===== src/rtl/tc7_to_binary.sv =====
// tc7_to_binary: two-stage valid/ready decoder from 6-bit mod-7 thermometer code to a binary residue.
// Define TC7_BUBBLE_CORRECT_EN to decode bubble codes to their saturated popcount instead of 0.
module tc7_to_binary (
  input  logic       clk,
  input  logic       rst_n,
  input  logic       in_valid,
  output logic       in_ready,
  input  logic [5:0] in_tc,
  output logic       out_valid,
  input  logic       out_ready,
  output logic [2:0] out_res,
  output logic       out_err,
  input  logic       err_clr,
  output logic [7:0] err_cnt
);
  logic       s1_valid, s1_legal, s2_adv, in_legal;
  logic [5:0] s1_tc;
  logic [2:0] in_pc, s1_pc, res_d;
  function automatic logic [2:0] popcnt(input logic [5:0] v);
    logic [2:0] c;
    c = '0;
    for (int i = 0; i < 6; i++) c = c + 3'(v[i]);
    return c;
  endfunction
  assign s2_adv   = !out_valid | out_ready;
  assign in_ready = !s1_valid | s2_adv;
  assign in_pc    = popcnt(in_tc);
  assign in_legal = in_tc == 6'((7'd1 << in_pc) - 7'd1);
  assign s1_pc    = popcnt(s1_tc);
  always_comb begin
`ifdef TC7_BUBBLE_CORRECT_EN
    res_d = s1_legal ? s1_pc : (s1_pc > 3'd6 ? 3'd6 : s1_pc);
`else
    res_d = s1_legal ? s1_pc : 3'd0;
`endif
  end
  always_ff @(posedge clk or negedge rst_n) begin
    if (!rst_n) begin
      s1_valid  <= 1'b0;
      s1_tc     <= '0;
      s1_legal  <= 1'b0;
      out_valid <= 1'b0;
      out_res   <= '0;
      out_err   <= 1'b0;
      err_cnt   <= '0;
    end else begin
      if (in_ready) s1_valid <= in_valid;
      if (in_valid & in_ready) begin
        s1_tc    <= in_tc;
        s1_legal <= in_legal;
      end
      if (s2_adv) begin
        out_valid <= s1_valid;
        if (s1_valid) begin
          out_res <= res_d;
          out_err <= !s1_legal;
        end
      end
      // clear has priority over a coincident erroring transfer
      err_cnt <= err_clr ? 8'd0 :
                 (out_valid & out_ready & out_err & (err_cnt != 8'hff)) ? err_cnt + 8'd1 : err_cnt;
    end
  end
endmodule


===== config.mk =====
export PLATFORM = sky130hd
export DESIGN_NAME = tc7_to_binary
export DESIGN_NICKNAME = d
export VERILOG_FILES = /design/src/rtl/tc7_to_binary.sv
export SDC_FILE = /design/constraint.sdc
export NUM_CORES = 1
export LEC_CHECK = 0
export ABC_AREA = 1
export CAP_MARGIN = 40
export CORE_AREA = 2 2 54 56
export DETAILED_ROUTE_END_ITERATION = 8
export DIE_AREA = 0 0 56 58
export PLACE_DENSITY = 0.83
export SYNTH_ARGS = -nofsm -noshare
export SYNTH_HDL_FRONTEND = slang
export SYNTH_SLANG_ARGS = --single-unit

===== constraint.sdc =====
create_clock -name clk -period 3.77 [get_ports clk]
set_input_delay 0.377 -clock clk [delete_from_list [all_inputs] [get_ports clk]]
set_output_delay 0.377 -clock clk [all_outputs]
set_load 0.05 [all_outputs]

After elaboration in Yosys (flattened, before gate mapping). Cells that the tools add are included.

$add $sub $neg: 12. Equality and inequality tests: 2. Shift operators: 1. Mux-type cells: 3. Bitwise operators: 6. Reduce and logical (&&, ||, !) cells: 5.

Operators by type and width (number): 3-bit by 1-bit adder with 3-bit output (6); 8-bit two-way mux (2); 8-bit by 1-bit adder with 8-bit output, second input constant (1); 8-bit inequality test, second input constant (1); 2-bit by 1-bit adder with 3-bit output (2); 6-bit == test (1); 1-bit by 3-bit << shifter with 6-bit output, first input constant (1); 6-bit by 1-bit subtractor with 6-bit output, second input constant (1); 1-bit by 1-bit adder with 2-bit output (2); 1-bit AND (4); 1-bit logical NOT (3); 3-bit two-way mux (1); 1-bit bitwise OR (2); 2-bit AND reduction (1); 2-bit nonzero test (1).

Flip-flop bits (word level): 21. Bits of input ports: 11. Output and inout port bits: 14. Logic and storage cells: 36.

Logic depth before layout (Yosys ltp). Gate-level depths: netlist of the first run.

Depth in word-level cells: 8. Depth in mapped cells: 17. Depth with buffers taken out: 17.

Least setup slack after synthesis of the first run. Ideal clock, no wire load.

Path kind: input to register. Start point: input port in_tc[0]. End point: register s1_legal. Library setup time: 0.065 ns. Arrival: 3.119 ns. Required time: 3.705 ns. Slack: 0.587 ns. Stages: 17. Buffers on the path: 0. Path through: inv_1 > fa_1 > fa_1 > inv_1 > ha_1 > fa_1 > nor2_1 > nand2_1 > ha_1 > inv_1 > nand2_1 > nand2_1 > nor2_1 > nand3_1 > nor2_1 > nand2_1 > nand2_1.

Word-level cells in the longest chain between the ends: 8.

Ends and longest elaborated chain: start, declared (RTL line 8) `input logic [5:0] in_tc,`; 1-bit by 1-bit adder with 2-bit output (RTL line 22) `for (int i = 0; i < 6; i++) c = c + 3'(v[i]);`; 2-bit by 1-bit adder with 3-bit output (RTL line 22); 3-bit by 1-bit adder with 3-bit output (3 in series) (RTL line 22); 1-bit by 3-bit << shifter with 6-bit output (RTL line 28) `assign in_legal = in_tc == 6'((7'd1 << in_pc) - 7'd1);`; 6-bit by 1-bit subtractor with 6-bit output (RTL line 28); 6-bit == test * (RTL line 28); end signal, assigned (RTL line 50) `s1_legal <= in_legal;`; end, declared (RTL line 16) `logic s1_valid, s1_legal, s2_adv, in_legal;`.

Mark *: on every way between the ends. The rest lies on a longest branch, timed or not. A chain may end at the register's enable or synchronous reset.

Final worst setup path of the first run. Ends and elaborated chain as after synthesis.

==> results of run 1 <==
-- kinds of logic after synthesis --
family / Yosys count / synth area share, %
adder cells (fa/ha/maj): 10 / 12.6
flip-flops: 21 / 38.9
XOR/XNOR: 3 / 1.95
buffers and inverters: 33 / 9.64
AO/OA/AOI/OAI: 14 / 6.21
AND/OR/NAND/NOR: 95 / 30.7
-- metal layers --
metal / up-vias / wire, um
met2: 33 / 1260
met4: 0 / 61
met3: 6 / 91
li1: 613 / -
met1: 540 / 1140
met5: - / 0
-- cell type report --
class | count | area, um2
flip-flops and latches | 21 | 526
repair buffers | 27 | 270
clock buffers | 4 | 26.3
multi-input cells | 122 | 694
inverters | 32 | 125
well taps | 31 | 38.8
fillers | 231 | 982
-- critical path, delay by kind of cell --
kind / cells / cell delay (ps)
AND/OR/NAND/NOR: 9 / 690
buffers and inverters: 4 / 650
adder cells (fa/ha/maj): 5 / 1960
-- power by group through the flow --
| stage | Combinational (mW) | Sequential [mW] | Clock [mW] |
|---|---|---|---|
| final | 0.269 | 0.260 | 0.108 |
| after global routing | 0.305 | 0.263 | 0.122 |
| after CTS | 0.272 | 0.260 | 0.112 |
| after detailed placement | 0.271 | 0.264 | 0 |
| after global placement | 0.259 | 0.264 | 0 |
| after floorplan | 0.164 | 0.288 | 0 |
-- flip-flops by register name, summed over array words and instances, names as in the netlist --
name       count
out_res        3
s1_valid       1
err_cnt        8
out_valid      1
s1_legal       1
out_err        1
s1_tc          6
-- worst paths after layout --
path / endpoint / cells after the start / startpoint
min in group clk: s1_tc[5] / 2 / s1_tc[5]
max in group asynchronous: err_cnt[7] / 2 / rst_n
min: s1_tc[3] / 1 / rst_n
max: s1_legal / 18 / in_tc[0]
max reg2reg: out_res[1] / 7 / s1_tc[0]
min reg2reg: s1_tc[5] / 2 / s1_tc[5]
-- through the flow --
step                instances  cell area, um2  total power, mW
detailed placement        233            1650            0.535
finish                    237            1680            0.636
global route              237            1680            0.690
CTS                       237            1680            0.643
floorplan                 176            1350            0.453
global placement          232            1640            0.523
-- cell usage in the layout, fill, tap and decap left out, types with 2 or more instances in the layout --
cell,n
sky130_fd_sc_hd__nand4_1,4
sky130_fd_sc_hd__inv_1,30
sky130_fd_sc_hd__xor2_1,2
sky130_fd_sc_hd__clkbuf_4,3
sky130_fd_sc_hd__o21ai_1,5
sky130_fd_sc_hd__buf_4,2
sky130_fd_sc_hd__a22o_1,3
sky130_fd_sc_hd__nand3_1,11
sky130_fd_sc_hd__ha_1,4
sky130_fd_sc_hd__o21ai_0,3
sky130_fd_sc_hd__clkdlybuf4s50_1,24
sky130_fd_sc_hd__a21oi_1,2
sky130_fd_sc_hd__nand3b_1,2
sky130_fd_sc_hd__nand2_1,61
sky130_fd_sc_hd__dfrtp_1,21
sky130_fd_sc_hd__nand2_2,2
sky130_fd_sc_hd__nor2_1,10
sky130_fd_sc_hd__fa_1,6
==> qor.yml, run 1 <==
critical-path-max-stage-delay_ps: 500
setup_viol: 0
finalMaxSlewViolations: 0
antenna_violating_nets_post_route: 0
leading_area_contributor_after_synthesis: "sky130_fd_sc_hd__dfrtp_1"
worst_slew_margin_rel_pct: 67.0
grtUsageTotal_pct: 18.0
core_outline_area_um2: 2660
synthesis.nets: 197
post-route-min-period_ps: 3430
holdCritPathClass: "in -> async"
worstSetupPathType: "in -> reg"
grt_use_met2_pct: 30.6
grt_pass1_vias: 1141
area_growth_syn_to_layout_pct: 24.5
synthCells: 176
die_w_um: 56
tritoncts.num_buffers: 3
cts.reportedPaths.clkPinSlew_ps: 110
synth_common_cells: "sky130_fd_sc_hd__nand2_1, sky130_fd_sc_hd__inv_1, sky130_fd_sc_hd__dfrtp_1, sky130_fd_sc_hd__nand3_1, sky130_fd_sc_hd__nor2_1"
yosys_warnings: 0
syn-cell-area_um2: 1350
layout.nets: 228
globalRouteMet3Util_pct: 1.79
grt_start_max_net_pins: 20
dp_worst_setup_slack_ps: 0.942
power_leakage_nw: 0.897
placement_rows: 19
synth_top_cells_by_area: "sky130_fd_sc_hd__dfrtp_1, sky130_fd_sc_hd__nand2_1, sky130_fd_sc_hd__fa_1"
power.clock.fraction_pct: 16.9
boundaryPins: 25
grt_antenna_before_repair: 0
dominant_synthesized_flop_cell: "sky130_fd_sc_hd__dfrtp_1"
path_cells: "clkdlybuf4s50_1 > inv_1 > fa_1 > fa_1 > inv_1 > ha_1 > fa_1 > nor2_1 > nand2_1 > ha_1 > inv_1 > nand2_1 > nand2_1 > nor2_1 > nand3_1 > nor2_1 > nand2_1 > nand2_1"
ir_worst_vdd_mv: 0.230
startpoint_type: "input port"
global_route.peak_usage_layer: "met2"
drt_drc_violations_left: 0
tritoncts: "built"
fin_setup_tns_ps: 0
grtUsageMet1_pct: 23.0
detail_route.vias_per_cell: 5.03
critical_path.slowest_cell: "sky130_fd_sc_hd__fa_1"
dr.first_iter.drc_count: 40
drive_above_1_share_pct: 6.31
number_of_flops_mapped_to_enable_cells_by_yosys: 0
cts-htree-levels: 1
arrival_time_reported_for_the_critical_path_endpoint_ps: 3670
cellInternalPower_mw: 0.390
fin_crit_sh_pct: 90.9
critical_path.most_common_cell: "sky130_fd_sc_hd__nand2_1"
io_buffer_count: 24
worstPathMaxFanout: 5
tightestPinTransition_ps: 493
timing.fmax_mhz: 292
clk_latency_ps: 300
postSynth.asyncResetShare_pct: 100
fin_hold_ws_ps: 254
skew_ps: 1.23
floorplan.die_area_um2: 3250
reg2reg_setup_slack_ps: 1330
post-synth-top-count-cell: "sky130_fd_sc_hd__nand2_1"
routed_wire_per_std_cell_um: 10.8
cts_num_sinks: 21
ys_ff_latch: 21
synth_seq_area_share_pct: 38.9
power_per_cell_area_nw_per_um2: 379
synth_area_per_cell_um2: 7.67
clockRootBuffer: "sky130_fd_sc_hd__clkbuf_4"
drv.max_cap_violation_count: 0
switchingPower_mw: 0.246
gr-total-overflow: 0
critical_path_required_ps: 4020
cts.path.max_buffers: 2
post-route-util_pct: 63.1
hold_violations: 0
route.final.wire_length_um: 2550
setup_slack_ps: 344
switching_power_as_a_share_of_total_power_pct: 38.6
wire_length_of_the_first_global_routing_pass_um: 4590
cts_setup_buffers: 0
grt_setup_unrepaired: "false"
cts-resized-gates: 0
dp.final_hpwl_um: 2120
gp_congestion: 0.815
outcome: "complete, no violations"
cts.hold.buffers_added: 0
antennaDiodeCount: 0
vias: 1192
power_frac_comb_pct: 42.2
synth_cell_type_count: 25
start_util_pct: 50.7
power_frac_seq_pct: 40.9
critical_path.endpoint_type: "flip-flop"
fp.dieH_um: 58
synth_largest_type_area_fraction_pct: 38.9
drt_first_pass_iters: 4
Power figures use the tool's default switching activity.
==> inputs of run 2 (changes only) <==
--- a/config.mk
+++ b/config.mk
@@ -10,7 +10,8 @@
 export CORE_AREA = 2 2 54 56
 export DETAILED_ROUTE_END_ITERATION = 8
 export DIE_AREA = 0 0 56 58
-export PLACE_DENSITY = 0.83
+export MAX_ROUTING_LAYER = met4
+export PLACE_DENSITY_LB_ADDON = 0.12
 export SYNTH_ARGS = -nofsm -noshare
 export SYNTH_HDL_FRONTEND = slang
 export SYNTH_SLANG_ARGS = --single-unit
==> constraint.sdc (replaced) <==
create_clock -name clk -period 3.77 [get_ports clk]
set_input_delay 0.754 -clock clk [delete_from_list [all_inputs] [get_ports clk]]
set_output_delay 0.754 -clock clk [all_outputs]
set_load 0.05 [all_outputs]
==> run 2 against run 1 <==
Cell area is 5.4% higher. First-iteration DRC count is 60% lower. Clock-buffer cell count is 1 lower. Total power is 5.9% higher. Clock skew is 4.7 ps higher. Via count is 4.9% higher. Sequential power hardly changed. Clock power hardly changed. Core utilization is 3.4 points higher.
==> qor.yml, run 2 (synthesis results as in run 1) <==
grt_start_max_net_pins: 16  # was 20
grt_antenna_before_repair: 0  # unchanged
timing.fmax_mhz: 293  # was 292 MHz
post-route-util_pct: 66.5  # was 63.1%
post-layout-total-power_mw: 0.673  # was 0.636 mW
detail_route.vias_per_cell: 5.09  # was 5.03
cts.reportedPaths.clkPinSlew_ps: 110  # about the same
fin_crit_sh_pct: 90.4  # was 90.9%
layout.nets: 237  # was 228
area_growth_syn_to_layout_pct: 31.2  # was 24.5%
tightestPinTransition_ps: 495  # was 493 ps
layout_common_cells: "sky130_fd_sc_hd__nand2_1, sky130_fd_sc_hd__inv_1, sky130_fd_sc_hd__dfrtp_1, sky130_fd_sc_hd__clkdlybuf4s50_1"  # was sky130_fd_sc_hd__nand2_1, sky130_fd_sc_hd__inv_1, sky130_fd_sc_hd__clkdlybuf4s50_1
drt_drc_violations_left: 0  # unchanged
drive_above_1_share_pct: 14.0  # was 6.31%
mostFrequentLayoutCell: "sky130_fd_sc_hd__nand2_1"  # unchanged
drt_first_pass_iters: 4  # unchanged
worst_slew_margin_rel_pct: 66.9  # was 67.0%
regMostFlops: "err_cnt"  # unchanged
dp_worst_setup_slack_ps: -332  # was 0.942 ps
cts.hold.buffers_added: 0  # unchanged
io_buffer_count: 24  # unchanged
setup_viol: 0  # unchanged
hold_violations: 0  # unchanged
worstPathMaxFanout: 3  # was 5
registers_with_the_most_flip_flops: "err_cnt (8), s1_tc (6), out_res (3)"  # unchanged
final_cells: 246  # was 237
tritoncts: "built"  # unchanged
fin_hold_ws_ps: 500  # was 254 ps
outcome: "complete, no violations"  # unchanged
fin_setup_tns_ps: 0  # unchanged
dp.final_hpwl_um: 2280  # was 2120 um
routed_wire_per_std_cell_um: 11.7  # was 10.8 um
clk_latency_ps: 300  # about the same
route.final.wire_length_um: 2870  # was 2550 um
die_w_um: 56  # unchanged
dr.first_iter.drc_count: 16  # was 40
grtUsageTotal_pct: 20.0  # was 18.0%
worstSetupPathType: "in -> reg"  # unchanged
power_per_cell_area_nw_per_um2: 380  # was 379 nW/um2
post-route-min-period_ps: 3410  # was 3430 ps
grt_setup_unrepaired: "false"  # unchanged
fp.dieH_um: 58  # unchanged
gr-total-overflow: 0  # unchanged
startpoint_type: "input port"  # unchanged
clockRootBuffer: "sky130_fd_sc_hd__clkbuf_4"  # unchanged
critical_path.endpoint_type: "flip-flop"  # unchanged
tritoncts.num_buffers: 3  # unchanged
placement_rows: 19  # unchanged
cts_num_sinks: 21  # unchanged
core_outline_area_um2: 2660  # unchanged
gp_congestion: 0.802  # was 0.815
vias: 1251  # was 1192
fillers: 229  # was 231
finalMaxSlewViolations: 0  # unchanged
cts-htree-levels: 1  # unchanged
dpl_cell_area_um2: 1710  # was 1650 um2
antennaDiodeCount: 0  # unchanged
drv.max_cap_violation_count: 0  # unchanged
antenna_violating_nets_post_route: 0  # unchanged
power_leakage_nw: 0.966  # was 0.897 nW
post-route-cell-area_um2: 1770  # was 1680 um2
holdCritPathClass: "reg -> reg"  # was in -> async
skew_ps: 5.94  # was 1.23 ps
wire_length_of_the_first_global_routing_pass_um: 5020  # was 4590 um
dpl.cell_count: 241  # was 233
critical_path_required_ps: 4020  # about the same
setup_slack_ps: 362  # was 344 ps
floorplan.die_area_um2: 3250  # unchanged
largest_reg_flops: 8  # unchanged
start_util_pct: 50.7  # unchanged
ir_worst_vdd_mv: 0.280  # was 0.230 mV
boundaryPins: 25  # unchanged
arrival_time_reported_for_the_critical_path_endpoint_ps: 3650  # was 3670 ps
cts.path.max_buffers: 2  # unchanged
grt_pass1_vias: 1242  # was 1141
-- run 2: area by class of cell --
cell class	instances	area, um2	share of cell area, %
multi-input combinational	122	709	40.0
sequential	21	526	29.7
timing repair buffer	36	345	19.5
inverter	32	125	7.06
tap	31	38.8	2.19
clock buffer	3	22.5	1.27
clock inverter	1	5.00	0.282
-- run 2: repair_timing --
item                       4_1_cts  5_1_grt
setup endpoints to repair        1        1
buffers inserted                 0        1
pin swaps                        0        2
resized for setup                1       10
-- run 2: critical path, cell delays in order --
cell and delay, ps:
sky130_fd_sc_hd__dlymetal6s2s_1 120, sky130_fd_sc_hd__inv_2 60, sky130_fd_sc_hd__fa_1 480, sky130_fd_sc_hd__fa_1 490, sky130_fd_sc_hd__inv_1 40, sky130_fd_sc_hd__ha_1 190, sky130_fd_sc_hd__fa_2 500, sky130_fd_sc_hd__nand3b_1 190
sky130_fd_sc_hd__ha_2 340, sky130_fd_sc_hd__inv_1 40, sky130_fd_sc_hd__nand2_1 50, sky130_fd_sc_hd__nand2_1 40, sky130_fd_sc_hd__nor2_1 100, sky130_fd_sc_hd__nand3_1 80, sky130_fd_sc_hd__nor2_1 80, sky130_fd_sc_hd__nand2_1 50
sky130_fd_sc_hd__nand2_1 50
-- run 2: routing by layer --
layer | GRT usage (%) | routed length [um] | vias up
met5 | - | 0 | -
met4 | 8.16 | 49 | 0
met3 | 2.90 | 109 | 6
met2 | 35.8 | 1450 | 32
met1 | 22.5 | 1260 | 585
li1 | - | - | 628
-- run 2: worst paths after layout --
| path | cells after the start | slack (ps) | to | startpoint |
|---|---|---|---|---|
| worst max-delay path | 17 | 360 | s1_legal | in_tc[0] |
| worst min-delay path | 2 | 500 | s1_tc[5] | s1_tc[5] |
| worst max register to register | 7 | 1360 | out_res[1] | s1_tc[0] |
| worst min register to register | 2 | 500 | s1_tc[5] | s1_tc[5] |
| max in group asynchronous | 2 | 2590 | s1_tc[4] | rst_n |
| min in group asynchronous | 1 | 750 | out_res[1] | rst_n |
-- run 2: report_power, final --
part | leakage, nW | switching [mW] | internal (mW)
clock | 0.0177 | 0.0694 | 0.0395
sequential | 0.272 | 0.0159 | 0.244
combinational | 0.676 | 0.176 | 0.128
==> inputs of run 3 (changes only) <==
--- a/config.mk
+++ b/config.mk
@@ -7,9 +7,9 @@
 export LEC_CHECK = 0
 export ABC_AREA = 1
 export CAP_MARGIN = 40
-export CORE_AREA = 2 2 54 56
+export CORE_AREA = 2 2 45 88
 export DETAILED_ROUTE_END_ITERATION = 8
-export DIE_AREA = 0 0 56 58
+export DIE_AREA = 0 0 47 90
 export MAX_ROUTING_LAYER = met4
 export PLACE_DENSITY_LB_ADDON = 0.12
 export SYNTH_ARGS = -nofsm -noshare
==> constraint.sdc (replaced) <==
create_clock -name clk -period 3.77 [get_ports clk]
set_input_delay 0.377 -clock clk [delete_from_list [all_inputs] [get_ports clk]]
set_output_delay 0.377 -clock clk [all_outputs]
set_load 0.05 [all_outputs]
==> run 3 against run 2 <==
Cell area shrank 0.85%. Via count shrank 1.7%. Largest cell class unchanged. Critical path depth increased by 1. Clock power is 32% higher. Highest routed layer unchanged. Clock skew decreased by 3.9 ps. Critical path type unchanged.
==> qor.yml, run 3 (synthesis results as in run 1) <==
drive_above_1_share_pct: 7.66  # was 14.0%
dp.final_hpwl_um: 2520  # was 2280 um
post-route-cell-area_um2: 1760  # was 1770 um2
critical_path_required_ps: 3970  # was 4020 ps
critical_path.endpoint_type: "flip-flop"  # unchanged
floorplan.die_area_um2: 4230  # was 3250 um2
wl_met2_um: 1790  # was 1450 um
layout.nets: 231  # was 237
routedLengthMet1_um: 1010  # was 1260 um
cts.path.max_buffers: 2  # unchanged
tightestPinTransition_ps: 493  # was 495 ps
routed_wire_per_std_cell_um: 11.5  # was 11.7 um
holdCritPathClass: "in -> async"  # was reg -> reg
drv.max_cap_violation_count: 0  # unchanged
boundaryPins: 25  # unchanged
ir_worst_vdd_mv: 0.211  # was 0.280 mV
power_leakage_nw: 0.924  # was 0.966 nW
arrival_time_reported_for_the_critical_path_endpoint_ps: 3720  # was 3650 ps
met3WireLength_um: 91  # was 109 um
antennaDiodeCount: 0  # unchanged
timing.fmax_mhz: 284  # was 293 MHz
skew_ps: 1.99  # was 5.94 ps
dp_worst_setup_slack_ps: -18.3  # was -332 ps
setup_viol: 0  # unchanged
worstSetupPathType: "in -> reg"  # unchanged
start_util_pct: 37.8  # was 50.7%
finalMaxSlewViolations: 0  # unchanged
power.clock.fraction_pct: 20.8  # was 16.2%
cellInternalPower_mw: 0.435  # was 0.412 mW
wire_length_of_the_first_global_routing_pass_um: 5210  # was 5020 um
cts-htree-levels: 1  # unchanged
fin_crit_sh_pct: 93.5  # was 90.4%
post-route-util_pct: 49.2  # was 66.5%
fin_hold_ws_ps: 381  # was 500 ps
power_per_cell_area_nw_per_um2: 393  # was 380 nW/um2
clockRootBuffer: "sky130_fd_sc_hd__clkbuf_8"  # was sky130_fd_sc_hd__clkbuf_4
fin_setup_tns_ps: 0  # unchanged
reg2reg_setup_slack_ps: 1330  # was 1360 ps
final_cells: 258  # was 246
dpl_cell_area_um2: 1710  # about the same
worstRegToRegCells: 7  # unchanged
grt_setup_unrepaired: "false"  # unchanged
dpl.cell_count: 254  # was 241
dr.first_iter.drc_count: 25  # was 16
grt_pass1_vias: 1256  # was 1242
regMostFlops: "err_cnt"  # unchanged
drt_drc_violations_left: 0  # unchanged
grtUsageTotal_pct: 17.1  # was 20.0%
io_buffer_count: 24  # unchanged
tritoncts.num_buffers: 3  # unchanged
hold_violations: 0  # unchanged
gr-total-overflow: 0  # unchanged
largest_reg_flops: 8  # unchanged
antenna_violating_nets_post_route: 0  # unchanged
gp_congestion: 0.831  # was 0.802
startpoint_type: "input port"  # unchanged
worstPathMaxFanout: 3  # unchanged
route.final.wire_length_um: 2970  # was 2870 um
area_growth_syn_to_layout_pct: 30.1  # was 31.2%
placement_rows: 31  # was 19
power_frac_seq_pct: 37.7  # was 38.6%
worst_slew_margin_rel_pct: 67.0  # was 66.9%
registers_with_the_most_flip_flops: "err_cnt (8), s1_tc (6), out_res (3)"  # unchanged
tritoncts: "built"  # unchanged
outcome: "complete, no violations"  # unchanged
cts_setup_buffers: 0  # unchanged
power_frac_comb_pct: 41.5  # was 45.2%
switching_power_as_a_share_of_total_power_pct: 37.0  # was 38.8%
cts_num_sinks: 21  # unchanged
setup_slack_ps: 244  # was 362 ps
detail_route.vias_per_cell: 4.77  # was 5.09
vias: 1230  # was 1251
timing.rr.start: "s1_tc[0]"  # unchanged
post-layout-total-power_mw: 0.691  # was 0.673 mW
cts.hold.buffers_added: 0  # unchanged
switchingPower_mw: 0.256  # was 0.261 mW
core_outline_area_um2: 3570  # was 2660 um2
fp.dieH_um: 90  # was 58 um
maxUsedRoutingLayer: "met4"  # unchanged
mostFrequentLayoutCell: "sky130_fd_sc_hd__nand2_1"  # unchanged
grt_antenna_before_repair: 0  # unchanged
die_w_um: 47  # was 56 um
post-route-min-period_ps: 3530  # was 3410 ps
worstReg2RegEnd: "out_res[1]"  # unchanged
clk_latency_ps: 250  # was 300 ps
grt_start_max_net_pins: 18  # was 16
layout_common_cells: "sky130_fd_sc_hd__nand2_1, sky130_fd_sc_hd__inv_1, sky130_fd_sc_hd__clkdlybuf4s50_1"  # was sky130_fd_sc_hd__nand2_1, sky130_fd_sc_hd__inv_1, sky130_fd_sc_hd__dfrtp_1, sky130_fd_sc_hd__clkdlybuf4s50_1
cts-resized-gates: 0  # was 1
cts.reportedPaths.clkPinSlew_ps: 70  # was 110 ps
drt_first_pass_iters: 4  # unchanged
run 3: changes by cell type in the layout (fill, tap and decap cells not counted), moves of 3 or more:
cell,change
sky130_fd_sc_hd__dlymetal6s2s_1,-3
sky130_fd_sc_hd__inv_2,-3
sky130_fd_sc_hd__clkbuf_8,+3
sky130_fd_sc_hd__clkdlybuf4s50_1,+3
sky130_fd_sc_hd__inv_1,+3
sky130_fd_sc_hd__buf_4,-6
sky130_fd_sc_hd__clkbuf_4,-3
run 3: power by group through the flow:
stage	Combinational [mW]	Sequential, mW	Clock [mW]
floorplan	0.164	0.288	0
global placement	0.281	0.265	0
detailed placement	0.291	0.266	0
CTS	0.293	0.261	0.152
global route	0.334	0.263	0.159
finish	0.287	0.261	0.144
run 3: worst max-delay path: stages:
cell,delay (ps)
sky130_fd_sc_hd__clkdlybuf4s50_1,480
sky130_fd_sc_hd__inv_1,100
sky130_fd_sc_hd__fa_1,500
sky130_fd_sc_hd__fa_1,500
sky130_fd_sc_hd__inv_1,40
sky130_fd_sc_hd__ha_1,180
sky130_fd_sc_hd__fa_1,480
sky130_fd_sc_hd__nor2_1,170
sky130_fd_sc_hd__nand2_1,90
sky130_fd_sc_hd__ha_1,300
sky130_fd_sc_hd__inv_1,40
sky130_fd_sc_hd__nand2_1,40
sky130_fd_sc_hd__nand2_1,50
sky130_fd_sc_hd__nor2_1,100
sky130_fd_sc_hd__nand3_1,80
sky130_fd_sc_hd__nor2_1,80
sky130_fd_sc_hd__nand2_1,50
sky130_fd_sc_hd__nand2_1,50
run 3: worst max path at each step:
stage / start / to / slack (ps) / depth (start not counted)
floorplan: in_tc[0] / s1_legal / 590 / 17
global placement: in_tc[0] / s1_legal / 90 / 18
detailed placement: in_tc[0] / s1_legal / -20 / 18
CTS: in_tc[0] / s1_legal / 250 / 18
global route: in_tc[0] / s1_legal / 10 / 18
finish: in_tc[0] / s1_legal / 240 / 18
run 3: cell type report:
cell class	count	area, um2
flip-flops and latches	21	526
fillers	378	1810
well taps	49	61.3
repair buffers	30	305
multi-input cells	122	694
clock buffers	4	45.0
inverters	32	125
run 3: routing by layer:
metal  track usage, %  vias to the layer above
met2             30.3                       30
met5                -                        -
li1                 -                      613
met1             16.6                      581
met4             8.80                        0
met3             1.81                        6
